--- src/rtl/frame_wr_packer.sv ---
// Packs IN_DW-wide video samples into FIFO_DW-wide write-FIFO words,
// framed by vs_in rising edges, with a per-frame FIFO clear pulse.
module frame_wr_packer #(
  parameter int IN_DW      = 8,
  parameter int FIFO_DW    = 16,
  parameter int CLR_CYCLES = 16
) (
  input  logic               clk,
  input  logic               reset_n,
  input  logic               enable,
  input  logic               vs_in,
  input  logic               de_in,
  input  logic [IN_DW-1:0]   din,
  input  logic               wrfifo_full,
  output logic               wrfifo_clr,
  output logic               wrfifo_wren,
  output logic [FIFO_DW-1:0] wrfifo_din,
  output logic               frame_done,
  output logic [23:0]        word_cnt,
  output logic               ovf
);

  localparam int RATIO = FIFO_DW / IN_DW;
  localparam int LW    = (RATIO > 1) ? $clog2(RATIO) : 1;

  typedef enum logic [1:0] {
    IDLE,
    CLR,
    ACTIVE
  } state_e;

  state_e             state_q;
  logic               vs_q;
  logic               clr_q;
  logic [7:0]         clr_cnt_q;
  logic [FIFO_DW-1:0] pack_q;
  logic [FIFO_DW-1:0] pack_d;
  logic [LW-1:0]      lane_q;
  logic               pend_q;
  logic [FIFO_DW-1:0] word_q;
  logic               done_q;
  logic               close_q;
  logic               flush_q;
  logic               go_clr_q;
  logic [23:0]        cnt_q;
  logic               ovf_q;

  logic vs_rise;
  logic last_lane;

  assign vs_rise   = vs_in & ~vs_q;
  assign last_lane = (lane_q == LW'(RATIO - 1));

  always_comb begin
    pack_d = pack_q;
    for (int i = 0; i < RATIO; i++) begin
      if (lane_q == LW'(i)) pack_d[i*IN_DW +: IN_DW] = din;
    end
  end

  // A pending word is offered for one cycle; full at that moment drops it.
  assign wrfifo_wren = pend_q & ~wrfifo_full;
  assign wrfifo_din  = word_q;
  assign wrfifo_clr  = clr_q;
  assign frame_done  = done_q;
  assign word_cnt    = cnt_q;
  assign ovf         = ovf_q;

  always_ff @(posedge clk or negedge reset_n) begin
    if (!reset_n) begin
      state_q   <= IDLE;
      vs_q      <= 1'b1;
      clr_q     <= 1'b0;
      clr_cnt_q <= '0;
      pack_q    <= '0;
      lane_q    <= '0;
      pend_q    <= 1'b0;
      word_q    <= '0;
      done_q    <= 1'b0;
      close_q   <= 1'b0;
      flush_q   <= 1'b0;
      go_clr_q  <= 1'b0;
      cnt_q     <= '0;
      ovf_q     <= 1'b0;
    end else begin
      vs_q   <= vs_in;
      done_q <= 1'b0;
      pend_q <= 1'b0;
      if (pend_q) begin
        if (wrfifo_full) begin
          ovf_q <= 1'b1;
        end else if (cnt_q != 24'hFFFFFF) begin
          cnt_q <= cnt_q + 24'd1;
        end
      end
      unique case (state_q)
        IDLE: begin
          if (vs_rise && enable) begin
            state_q   <= CLR;
            clr_q     <= 1'b1;
            clr_cnt_q <= 8'(CLR_CYCLES - 1);
            cnt_q     <= '0;
            ovf_q     <= 1'b0;
            pack_q    <= '0;
            lane_q    <= '0;
          end
        end
        CLR: begin
          if (clr_cnt_q == 8'd0) begin
            state_q <= ACTIVE;
            clr_q   <= 1'b0;
          end else begin
            clr_cnt_q <= clr_cnt_q - 8'd1;
          end
        end
        ACTIVE: begin
          if (close_q) begin
            // Counters stay visible through frame_done before a new clear.
            if (done_q) begin
              close_q <= 1'b0;
              if (go_clr_q) begin
                state_q   <= CLR;
                clr_q     <= 1'b1;
                clr_cnt_q <= 8'(CLR_CYCLES - 1);
                cnt_q     <= '0;
                ovf_q     <= 1'b0;
                pack_q    <= '0;
                lane_q    <= '0;
              end else begin
                state_q <= IDLE;
              end
            end else if (flush_q) begin
              flush_q <= 1'b0;
              done_q  <= 1'b1;
            end
          end else if (vs_rise) begin
            close_q  <= 1'b1;
            go_clr_q <= enable;
            if (lane_q != '0) begin
              pend_q  <= 1'b1;
              word_q  <= pack_q;
              pack_q  <= '0;
              lane_q  <= '0;
              flush_q <= 1'b1;
            end else begin
              done_q <= 1'b1;
            end
          end else if (de_in) begin
            if (last_lane) begin
              pend_q <= 1'b1;
              word_q <= pack_d;
              pack_q <= '0;
              lane_q <= '0;
            end else begin
              pack_q <= pack_d;
              lane_q <= lane_q + LW'(1);
            end
          end
        end
        default: state_q <= IDLE;
      endcase
    end
  end

endmodule

--- config.mk ---
export PLATFORM = sky130hd
export DESIGN_NAME = frame_wr_packer
export DESIGN_NICKNAME = d
export VERILOG_FILES = /design/src/rtl/frame_wr_packer.sv
export SDC_FILE = /design/constraint.sdc
export NUM_CORES = 1
export LEC_CHECK = 0
export ABC_CLOCK_PERIOD_IN_PS = 4650
export BUFFER_PORTS_ARGS = -buffer_cell sky130_fd_sc_hd__buf_2
export CORE_UTILIZATION = 60
export DETAILED_ROUTE_END_ITERATION = 12
export PLACE_DENSITY = 0.87
export SLEW_MARGIN = 20
export SYNTH_ARGS = -nofsm -noshare
export SYNTH_HDL_FRONTEND = slang
export SYNTH_SLANG_ARGS = --single-unit
--- constraint.sdc ---
create_clock -name clk -period 4.65 [get_ports clk]
set_input_delay 0.6975 -clock clk [delete_from_list [all_inputs] [get_ports clk]]
set_output_delay 0.6975 -clock clk [all_outputs]
set_load 0.05 [all_outputs]
Yosys cells after proc, flatten, opt, wreduce, memory -nomap -nowiden --
Index checks and enable logic that the tools add are counted.
Word-level totals: output and inout bits 44, logic and storage cells 126, register bits after elaboration 75
Operators by class: equality and inequality tests 14, bitwise logic cells 5, add/sub/neg operators 3, reduce and logical (&&, ||, !) cells 16, multiplexer cells 74
Operator list (count):
- $mux 16 | 12
- $mux 24 | 7
- $mux 8 | 7
- $pmux 24 s2 | 1
- $mux 1 | 37
- $pmux 16 s2 | 1
- $add 24x1->24 const B | 1
- $ne 24x24->1 const B | 1
- $pmux 8 s3 | 1
- $reduce_and 6->1 | 3
- $ne 2x2->1 const B | 7
- $reduce_and 4->1 | 3
- $logic_not 8->1 | 1
- $mux 2 | 4
- $ne 4x4->1 const B | 2
- $reduce_bool 2->1 | 4
- $sub 8x1->8 const B | 1
- $ne 3x3->1 const B | 2
- $pmux 2 s3 | 1
- $reduce_and 5->1 | 1
- $pmux 1 s2 | 2
- $not 1->1 | 3
- $pmux 1 s3 | 1
- $reduce_and 3->1 | 1
- 7 further kinds | 8

Depth between registers and ports, before layout --
Gate-level depths: netlist of run 1.
word-level depth 8, depth in mapped cells 8

Worst setup path after synthesis of run 1 --
OpenSTA, ideal clock, no wires.
path kind input port to output port, start point input wrfifo_full, end point output wrfifo_wren, path slack 2.514 ns, arrival time 1.439 ns, stages 1, required time 3.953 ns, cell sequence nor2b_1
Between the ends: longest elaborated chain between the ends 2
RTL lines:
- start: declaration | line 14 | input logic wrfifo_full,
- $not 1->1 | line 62 | assign wrfifo_wren = pend_q & ~wrfifo_full;
- $and 1x1->1 | line 62
- end: declaration | line 16 | output logic wrfifo_wren,
No other way between the ends.

Final worst setup path of run 1 --
start point register state_q[0], end point register word_q[3] (netlist: wrfifo_din[3])
Between the ends: longest elaborated chain between the ends 2
RTL lines:
- start: declaration | line 32 | state_e state_q;
- start signal: assignment | line 71 | state_q <= IDLE;
- start signal: assignment | line 99 | state_q <= CLR;
- start signal: assignment | line 110 | state_q <= ACTIVE;
- $eq 2x2->1 | line 96 | unique case (state_q)
- $reduce_and 4->1 (no source line)
- end signal: assignment | line 141 | word_q <= pack_q;
- end signal: assignment | line 151 | word_q <= pack_d;
- end: declaration | line 40 | logic [FIFO_DW-1:0] word_q;
No other way between the ends. A chain may end at the register's enable or synchronous reset.

==> results of run 1 <==
[power groups by stage]
stage	registers, mW	clock network [mW]	logic (mW)
floorplan	0.796	0	0.157
global placement	0.780	0	0.228
detailed placement	0.785	0	0.241
CTS	0.773	0.512	0.244
global route	0.783	0.543	0.273
finish	0.774	0.502	0.241
[routing by layer]
| layer | part of all wire | GRT usage | wire length [µm] |
|---|---|---|---|
| met1 | 0.43 | 0.3244 | 3124 |
| met2 | 0.49 | 0.4077 | 3565 |
| met3 | 0.053 | 0.08000 | 384 |
| met4 | 0.020 | 0.09455 | 143 |
| met5 | 0 | 0 | 0 |
[metrics by stage]
stage	hold WS [ns]	utilization	worst slack (ns)
detailed placement	0.4649	0.6883	2.197
CTS	0.2438	0.7235	2.338
global placement	0.4621	0.6883	2.337
global route	0.2443	0.7235	2.148
floorplan	0.4019	-	2.514
finish	0.2480	0.7235	2.312
[cell type report]
cell class,count,area [µm²]
timing repair buffer,58,292.8
multi-input combinational,249,1589
sequential,75,1878
tap,72,90.09
inverter,15,56.30
clock buffer,10,127.6
fill,406,1569
clock inverter,6,72.57
[state kept, by name, summed over array words and instances, names as in the netlist]
name / cells
clr_cnt_q: 8
wrfifo_clr: 1
go_clr_q: 1
wrfifo_din: 16
flush_q: 1
vs_q: 1
lane_q: 1
pend_q: 1
word_cnt: 24
close_q: 1
ovf: 1
pack_q: 16
state_q: 2
frame_done: 1
[cells in the final DEF, fill, tap and decap left out, types with 2 or more instances in the layout]
cell type   n
mux2i_1    17
nor4_1      4
a211oi_2    2
nor2b_1     9
nand2b_1    7
and2_1      2
inv_6       2
and2_2      2
and4_1      4
clkinv_4    2
dfrtp_1    74
buf_2      57
and4b_1     2
xor2_1      8
a21o_1      2
inv_1      15
nor2_1     30
nor3_1      3
clkbuf_8    9
a211oi_1    2
nand3b_1    3
a21oi_1    20
and3_1      3
nand3_1    14
nand4_4     2
o21ai_0    21
or3_1       2
nand2_1    43
ha_1        3
nand4_1     9
xnor2_1    14
[logic make-up (layout without fill, tap and decap cells)]
family / Yosys count / after routing / synth area share
XOR/XNOR: 22 / 22 / 0.05323
buffers and inverters: 31 / 89 / 0.04217
multiplexers: 19 / 19 / 0.05323
AND/OR/NAND/NOR: 149 / 149 / 0.2264
flip-flops: 75 / 75 / 0.5188
AO/OA/AOI/OAI: 56 / 56 / 0.09575
adder cells (fa/ha/maj): 3 / 3 / 0.01037
[how the worst min path moves through the flow]
stage / slack [ns] / cells past startpoint / to
2_1_floorplan: 0.40 / 0 / close_q
3_3_place_gp: 0.46 / 2 / wrfifo_din[11]
3_5_place_dp: 0.46 / 2 / wrfifo_din[11]
4_1_cts: 0.24 / 1 / word_cnt[20]
5_1_grt: 0.24 / 1 / word_cnt[20]
6_report: 0.25 / 1 / word_cnt[20]
==> metrics.md, run 1 <==
| Metric | Value |
|---|---|
| Status | finished clean |
| First-pass GRT wire length | 12.09 mm |
| Area grow syn2layout | 13.45% |
| Synth async-reset ratio | 1.000 |
| Critical path type | flip-flop to flip-flop |
| Core area | 5675 µm² |
| Synth area leaders | dfrtp_1 (51%), mux2i_1 (4.7%), nand2_1 (4.5%) |
| Hold Path Class | input pin to asynchronous set/reset pin |
| Slowest stage cell on the critical path | nand3_1 |
| Most frequent cell after synthesis | dfrtp_1 |
| Stages on worst setup path | 4 |
| Crit path max-delay family | simple AND/OR/NAND/NOR gates |
| Finished Cell Area | 4106 µm² |
| Initial core utilization | 0.6378 |
| Sequential fraction of the synthesis area | 0.5188 |
| Clock power share | 0.331 |
| Maximum clock frequency | 427.6 MHz |
| Post-route setup TNS | 0 ns |
| CTS tree | built |
| P_int | 1.059 mW |
| CP endpoint kind | flip-flop |
| Worst-path clk slew | 0.08 ns |
| Placed Instances | 469 |
| ANT cells | 0 |
| Mapped Cells | 355 |
| Number of max-cap violations | 0 |
| Largest net degree at the start of global routing | 61 |
| Die height | 79.67 µm |
| Slowest stage delay, CP | 0.79 ns |
| Post-placement cell area | 3906 µm² |
| Num rows | 27 |
| Worst Path Required | 4.88 ns |
| Clock Path Buffers | 2 |
| Vias in the first global route | 2610 |
| CP Launch Type | flip-flop |
| Synth Net Count | 372 |
| # IOs | 58 |
| R2R depth | 4 |
| Pwr/cell area | 369.3 nW/µm² |
| Tcrit/Tclk final | 0.5029 |
| Top post-synthesis cells by count | dfrtp_1 (74), nand2_1 (43), nor2_1 (30) |
| Max-slew headroom | 0.2635 |
| Net switching power | 0.4574 mW |
| CP Cell Sequence | nand2b_1, nor2_1, nand3_1, o21ai_0 |
| Drt initial violations | 151 |
| Final hold vios | 0 |
| Routed WL | 7.218 mm |
| Post-Syn Area per Cell | 10.20 µm² |
| Clock Sinks | 75 |
| Synth top area share | 0.5116 |
| Final Non-Filler Cells | 485 |
| Total Routing Usage GR | 0.2549 |
| Number of synthesized flops with an enable pin | 0 |
| Die area | 6347 µm² |
| Synth Cell Area | 3620 µm² |
| Crit path buf inv count | 0 |
| Avg WL per Cell | 14.88 µm |
| I/O Buffers | 57 |
| R2R Path End | wrfifo_din[3] |
| Net Sw Frac | 0.3016 |
| DRT antenna net count | 0 |
| Pre-Repair DR Iteration Count | 4 |
| Max-slew violation count | 0 |
| Drt drc | 0 |
| Total grt overflow | 0 |
| Most common flop cell mapped by yosys | dfrtp_1 |
| Maximum vdd drop | 0.3215 mV |
| Max Fanout on Critical Path | 33 |
| R2R Path Start | state_q[0] |
| Vias | 2751 |
| Die X | 79.67 µm |
| RSZ-0062 raised after global routing | no |
| Total power | 1.516 mW |
| Slew @ Worst Pin | 1.102 ns |
| CTS root buf | clkbuf_8 |
| Ratio of cells with drive above 1 in the final layout | 0.2203 |
| Leakage | 2.055 nW |
| Final setup fails | 0 |
| CTS-repair resized insts | 0 |
| Clock skew | 0.01248 ns |
| Initial antenna violation count | 0 |
| Crit. Startpoint | state_q[0] |
| Yosys reg bits | 75 |
| Drt via density | 5.672 |
| Post-CTS Setup Bufs | 0 |
| Post-layout min period | 2.338 ns |
| Logic gate share of total power | 0.159 |
| Worst setup path end | wrfifo_din[3] |
| Area leader, netlist | dfrtp_1 |
| FF-to-FF setup slack | 2.31 ns |
| Yosys warnings | 0 |
| CP arrival | 2.56 ns |
| Worst-Skew Late Latency | 0.34 ns |
| Hold Buf Count CTS | 0 |
| H-tree Lvls | 3 |
| Synth cell types | 52 |
| Gpl congestion | 0.8324 |
| Reg power frac | 0.510 |
| Detailed Place HPWL | 4.982 mm |
| # nets final | 425 |
| CTS buffer count | 9 |
No activity file was read; power rests on OpenSTA's default activity.
==> run 2, diff against run 1 <==
--- a/config.mk
+++ b/config.mk
@@ -5,11 +5,11 @@
 export SDC_FILE = /design/constraint.sdc
 export NUM_CORES = 1
 export LEC_CHECK = 0
-export ABC_CLOCK_PERIOD_IN_PS = 4650
+export ABC_CLOCK_PERIOD_IN_PS = 2200
 export BUFFER_PORTS_ARGS = -buffer_cell sky130_fd_sc_hd__buf_2
-export CORE_UTILIZATION = 60
+export CORE_UTILIZATION = 56
 export DETAILED_ROUTE_END_ITERATION = 12
-export PLACE_DENSITY = 0.87
+export PLACE_DENSITY = 0.82
 export SLEW_MARGIN = 20
 export SYNTH_ARGS = -nofsm -noshare
 export SYNTH_HDL_FRONTEND = slang
==> constraint.sdc (replaced) <==
create_clock -name clk -period 2.2 [get_ports clk]
set_input_delay 0.33 -clock clk [delete_from_list [all_inputs] [get_ports clk]]
set_output_delay 0.33 -clock clk [all_outputs]
set_load 0.05 [all_outputs]
==> metrics.md, run 2 (synthesis results as in run 1) <==
| Metric | Value |
|---|---|
| # IOs | 58 |
| Worst Path Required | 2.43 ns |
| Maximum vdd drop | 0.6273 mV |
| Worst-Skew Late Latency | 0.35 ns |
| Vias in the first global route | 2698 |
| Crit path buf inv count | 0 |
| Hold Buf Count CTS | 0 |
| Ratio of cells with drive above 1 in the final layout | 0.2339 |
| Total power | 3.247 mW |
| Num rows | 28 |
| Die X | 82.40 µm |
| Total Routing Usage GR | 0.2416 |
| Max-slew headroom | 0.5437 |
| Post-CTS Setup Bufs | 0 |
| Post-Route Utilization | 0.6889 |
| CP endpoint kind | flip-flop |
| CTS buffer count | 9 |
| Final hold vios | 10 |
| Die area | 6789 µm² |
| Slowest stage delay, CP | 0.42 ns |
| Status | finished with violations |
| Final setup fails | 0 |
| Hold_ws | -0.02046 ns |
| Slowest stage cell on the critical path | dfrtp_1 |
| CP Cell Sequence | ha_1, and3_1, and4_1, nor4_1, xnor2_1, nor2_1 |
| Leakage | 2.095 nW |
| Critical path type | flip-flop to flip-flop |
| CTS-repair resized insts | 0 |
| CTS tree | built |
| Core area | 6061 µm² |
| Hold Path Class | input pin to asynchronous set/reset pin |
| Drt initial violations | 160 |
| Clock Sinks | 75 |
| Final Non-Filler Cells | 494 |
| Max reg flops | 24 |
| Clock Path Buffers | 2 |
| Post-route setup slack | 0.2380 ns |
| Largest net degree at the start of global routing | 76 |
| First-pass GRT wire length | 12.24 mm |
| Avg WL per Cell | 15.03 µm |
| Drt drc | 0 |
| CTS root buf | clkbuf_8 |
| Vias | 2768 |
| Die height | 82.40 µm |
| Area grow syn2layout | 15.35% |
| Clock skew | 0.008508 ns |
| RSZ-0062 raised after global routing | no |
| Initial core utilization | 0.5972 |
| # nets final | 431 |
| Filler cell count | 463 |
| Commonest non-fill, non-tap cell in the layout | dfrtp_1 |
| Max Fanout on Critical Path | 15 |
| ANT cells | 0 |
| Drt via density | 5.603 |
| Worst-path clk slew | 0.09 ns |
| Detailed Place HPWL | 5.122 mm |
| DRT antenna net count | 0 |
| Gpl congestion | 0.8693 |
| I/O Buffers | 57 |
| Total grt overflow | 0 |
| Crit path max-delay family | simple AND/OR/NAND/NOR gates |
| Pre-Repair DR Iteration Count | 4 |
| CP Launch Type | flip-flop |
| Number of max-cap violations | 0 |
| Violated checks | hold timing |
| Initial antenna violation count | 0 |
| Post-layout min period | 1.962 ns |
| Routed WL | 7.423 mm |
| Tcrit/Tclk final | 0.8918 |
| H-tree Lvls | 3 |
| Pwr/cell area | 777.6 nW/µm² |
| Post-route setup TNS | 0 ns |
| Commonest cells after routing, fill and taps aside | dfrtp_1 (74), buf_2 (57), nand2_1 (43) |
| Max-slew violation count | 0 |
| Placed Instances | 478 |
| Maximum clock frequency | 509.7 MHz |
| Slew @ Worst Pin | 0.6781 ns |
| Pre-CTS setup slack | 0.2705 ns |
| CP arrival | 2.19 ns |
## run 2: changes by cell type in the layout (fill, tap and decap cells not counted)
cell      previous run  this run
buf_12               0         1
clkbuf_1             1         0
buf_4                1         6
inv_8                0         1
## run 2: area by class of cell
cell class,instances,area [µm²],area share
clock buffers,9,123.9,0.02967
clock inverters,7,83.83,0.02008
inverters,15,56.30,0.01349
multi-input cells,249,1589,0.3806
flip-flops and latches,75,1878,0.4498
well taps,75,93.84,0.02248
repair buffers,64,350.3,0.08391
## run 2: stage by stage
step | instance area [µm²] | hold WS [ns]
finish | 4175 | -0.02046
global route | 4175 | 0.01933
CTS | 4175 | 0.01161
detailed placement | 3968 | 0.3916
global placement | 3968 | 0.3892
floorplan | 3620 | 0.03441
## run 2: per-layer routing
| layer | GRT usage | vias up | share of wire |
|---|---|---|---|
| li1 | - | 1342 | - |
| met1 | 0.3063 | 1320 | 0.43 |
| met2 | 0.4099 | 92 | 0.50 |
| met3 | 0.03736 | 14 | 0.052 |
| met4 | 0.1035 | 0 | 0.017 |
| met5 | 0 | - | 0 |
## run 2: final timing paths
check	startpoint	end	slack (ns)	cells after the start
max in group asynchronous	reset_n	wrfifo_din[15]	1.88	2
max reg2reg	word_cnt[1]	word_cnt[17]	0.24	6
min reg2reg	wrfifo_din[6]	wrfifo_din[6]	0.48	2
max	word_cnt[1]	word_cnt[17]	0.24	6
min in group clk	vs_in	vs_q	0.10	1
min	reset_n	word_cnt[20]	-0.02	2
## run 2: where the power goes
group / switching, mW / internal [mW] / leakage [nW]
clock: 0.553 / 0.543 / 0.102
sequential: 0.117 / 1.52 / 1.01
combinational: 0.323 / 0.192 / 0.978
total: 0.994 / 2.25 / 2.10
==> run 3, diff against run 2 <==
--- a/config.mk
+++ b/config.mk
@@ -5,10 +5,11 @@
 export SDC_FILE = /design/constraint.sdc
 export NUM_CORES = 1
 export LEC_CHECK = 0
-export ABC_CLOCK_PERIOD_IN_PS = 2200
+export ABC_CLOCK_PERIOD_IN_PS = 1850
 export BUFFER_PORTS_ARGS = -buffer_cell sky130_fd_sc_hd__buf_2
 export CORE_UTILIZATION = 56
 export DETAILED_ROUTE_END_ITERATION = 12
+export HOLD_SLACK_MARGIN = 0.1
 export PLACE_DENSITY = 0.82
 export SLEW_MARGIN = 20
 export SYNTH_ARGS = -nofsm -noshare
==> constraint.sdc (replaced) <==
create_clock -name clk -period 1.85 [get_ports clk]
set_input_delay 0.2775 -clock clk [delete_from_list [all_inputs] [get_ports clk]]
set_output_delay 0.2775 -clock clk [all_outputs]
set_load 0.05 [all_outputs]
==> metrics.md, run 3 (synthesis results as in run 1) <==
| Metric | Value |
|---|---|
| CP endpoint kind | flip-flop |
| Drt via density | 5.562 |
| H-tree Lvls | 3 |
| Detailed Place HPWL | 5.325 mm |
| CP Launch Type | flip-flop |
| Filler cell count | 447 |
| Post-Route Utilization | 0.7351 |
| Maximum vdd drop | 0.6719 mV |
| Net switching power | 1.220 mW |
| Tcrit/Tclk final | 0.9501 |
| Clock power share | 0.332 |
| CTS buffer count | 9 |
| Met2 wire len | 3.534 mm |
| Crit path buf inv count | 1 |
| CP Cell Sequence | and4_1, buf_4, nand4_4, nor4_1, xnor2_1, nor2_1 |
| Routed WL | 7.570 mm |
| Post-placement cell area | 4193 µm² |
| Final setup fails | 0 |
| Pwr/cell area | 887.3 nW/µm² |
| Clock skew | 0.01119 ns |
| Avg WL per Cell | 14.67 µm |
| Maximum clock frequency | 569.0 MHz |
| Final Non-Filler Cells | 516 |
| Worst Path Required | 2.09 ns |
| Leakage | 2.192 nW |
| Crit path max-delay family | simple AND/OR/NAND/NOR gates |
| Status | finished clean |
| Num rows | 28 |
| Die area | 6789 µm² |
| Finished Cell Area | 4456 µm² |
| I/O Buffers | 57 |
| Slowest stage delay, CP | 0.43 ns |
| Total power | 3.953 mW |
| Gpl congestion | 0.9010 |
| CTS root buf | clkbuf_8 |
| Hold Path Class | input pin to flip-flop |
| Met1 Wirelength | 3.484 mm |
| Worst-path clk slew | 0.08 ns |
| Vias in the first global route | 2789 |
| Max-slew violation count | 0 |
| Pre-Repair DR Iteration Count | 4 |
| Drt drc | 0 |
| Vias | 2870 |
| Area grow syn2layout | 23.09% |
| CTS tree | built |
| # IOs | 58 |
| Commonest non-fill, non-tap cell in the layout | dfrtp_1 |
| Critical path type | flip-flop to flip-flop |
| Total Routing Usage GR | 0.2476 |
| Post-layout min period | 1.758 ns |
| Ratio of cells with drive above 1 in the final layout | 0.3197 |
| Hold_ws | 0.1794 ns |
| Initial antenna violation count | 0 |
| Die height | 82.40 µm |
| Max reg flops | 24 |
| Reg power frac | 0.492 |
| # nets final | 453 |
| ANT cells | 0 |
| Net Sw Frac | 0.3086 |
| Slowest stage cell on the critical path | nor4_1 |
| Die X | 82.40 µm |
| Max Fanout on Critical Path | 5 |
| Commonest cells after routing, fill and taps aside | dfrtp_1 (60), buf_2 (57), nand2_1 (42) |
| Slew @ Worst Pin | 0.6007 ns |
| Initial core utilization | 0.5972 |
| Logic gate share of total power | 0.176 |
| Drt initial violations | 127 |
| Max-slew headroom | 0.5996 |
| Placed Instances | 497 |
| Number of max-cap violations | 0 |
| DRT antenna net count | 0 |
| Clock Sinks | 75 |
| Total grt overflow | 0 |
| Largest net degree at the start of global routing | 35 |
| Clock Path Buffers | 2 |
| Final hold vios | 0 |
| Met3 wire length | 431 µm |
| Core area | 6061 µm² |
| Register Area | 1898 µm² |
| First-pass GRT wire length | 12.52 mm |
| Area of the multi-input gates | 1630 µm² |
| Worst-Skew Late Latency | 0.35 ns |
| P_int | 2.733 mW |
| Top layer in use | met4 |
| CP arrival | 1.99 ns |
run 3: final timing paths:
kind	start	endpoint	slack [ns]	cells after the start
setup / recovery	word_cnt[5]	word_cnt[17]	0.09	6
hold / removal	enable	go_clr_q	0.18	2
setup reg to reg	word_cnt[5]	word_cnt[17]	0.09	6
hold reg to reg	wrfifo_din[11]	wrfifo_din[11]	0.49	2
max in group asynchronous	reset_n	pack_q[0]	0.79	3
min in group asynchronous	reset_n	word_cnt[22]	0.46	2
run 3: power groups by stage:
| stage | clock, mW | combinational (mW) | sequential (mW) |
|---|---|---|---|
| 2_1_floorplan | 0 | 0.394 | 2.00 |
| 4_1_cts | 1.34 | 0.677 | 1.93 |
| 5_1_grt | 1.41 | 0.783 | 1.97 |
| 6_report | 1.31 | 0.696 | 1.95 |
| 3_5_place_dp | 0 | 0.656 | 1.96 |
| 3_3_place_gp | 0 | 0.619 | 1.96 |
run 3: per-stage QoR:
stage	TNS, ns	setup slack (ns)
after floorplan	0	0.001220
after global placement	0	0.08542
after detailed placement	-0.04628	-0.04579
after CTS	0	0.02982
after global routing	-0.007561	-0.007561
final	0	0.09239
run 3: timing repair:
item | 4_1_cts | 5_1_grt
gates resized for setup | 0 | 8
hold buffers | 2 | 0
setup endpoints to repair | 2 | 19
hold endpoints to repair | 23 | 0
pin swaps | 1 | 3
setup buffers | 1 | 0
run 3: metal layers:
metal  vias up  global-route usage
met5         -                   0
met4         0             0.08596
met3        11             0.07363
met2        87              0.4083
met1      1387              0.3095
li1       1385                   -
run 3: area by class of cell:
type                       instances  area share
timing repair buffer              86      0.1281
multi-input combinational        249      0.3659
tap                               75     0.02106
clock buffer                       9     0.02780
clock inverter                     7     0.01853
sequential                        75      0.4260
inverter                          15     0.01264
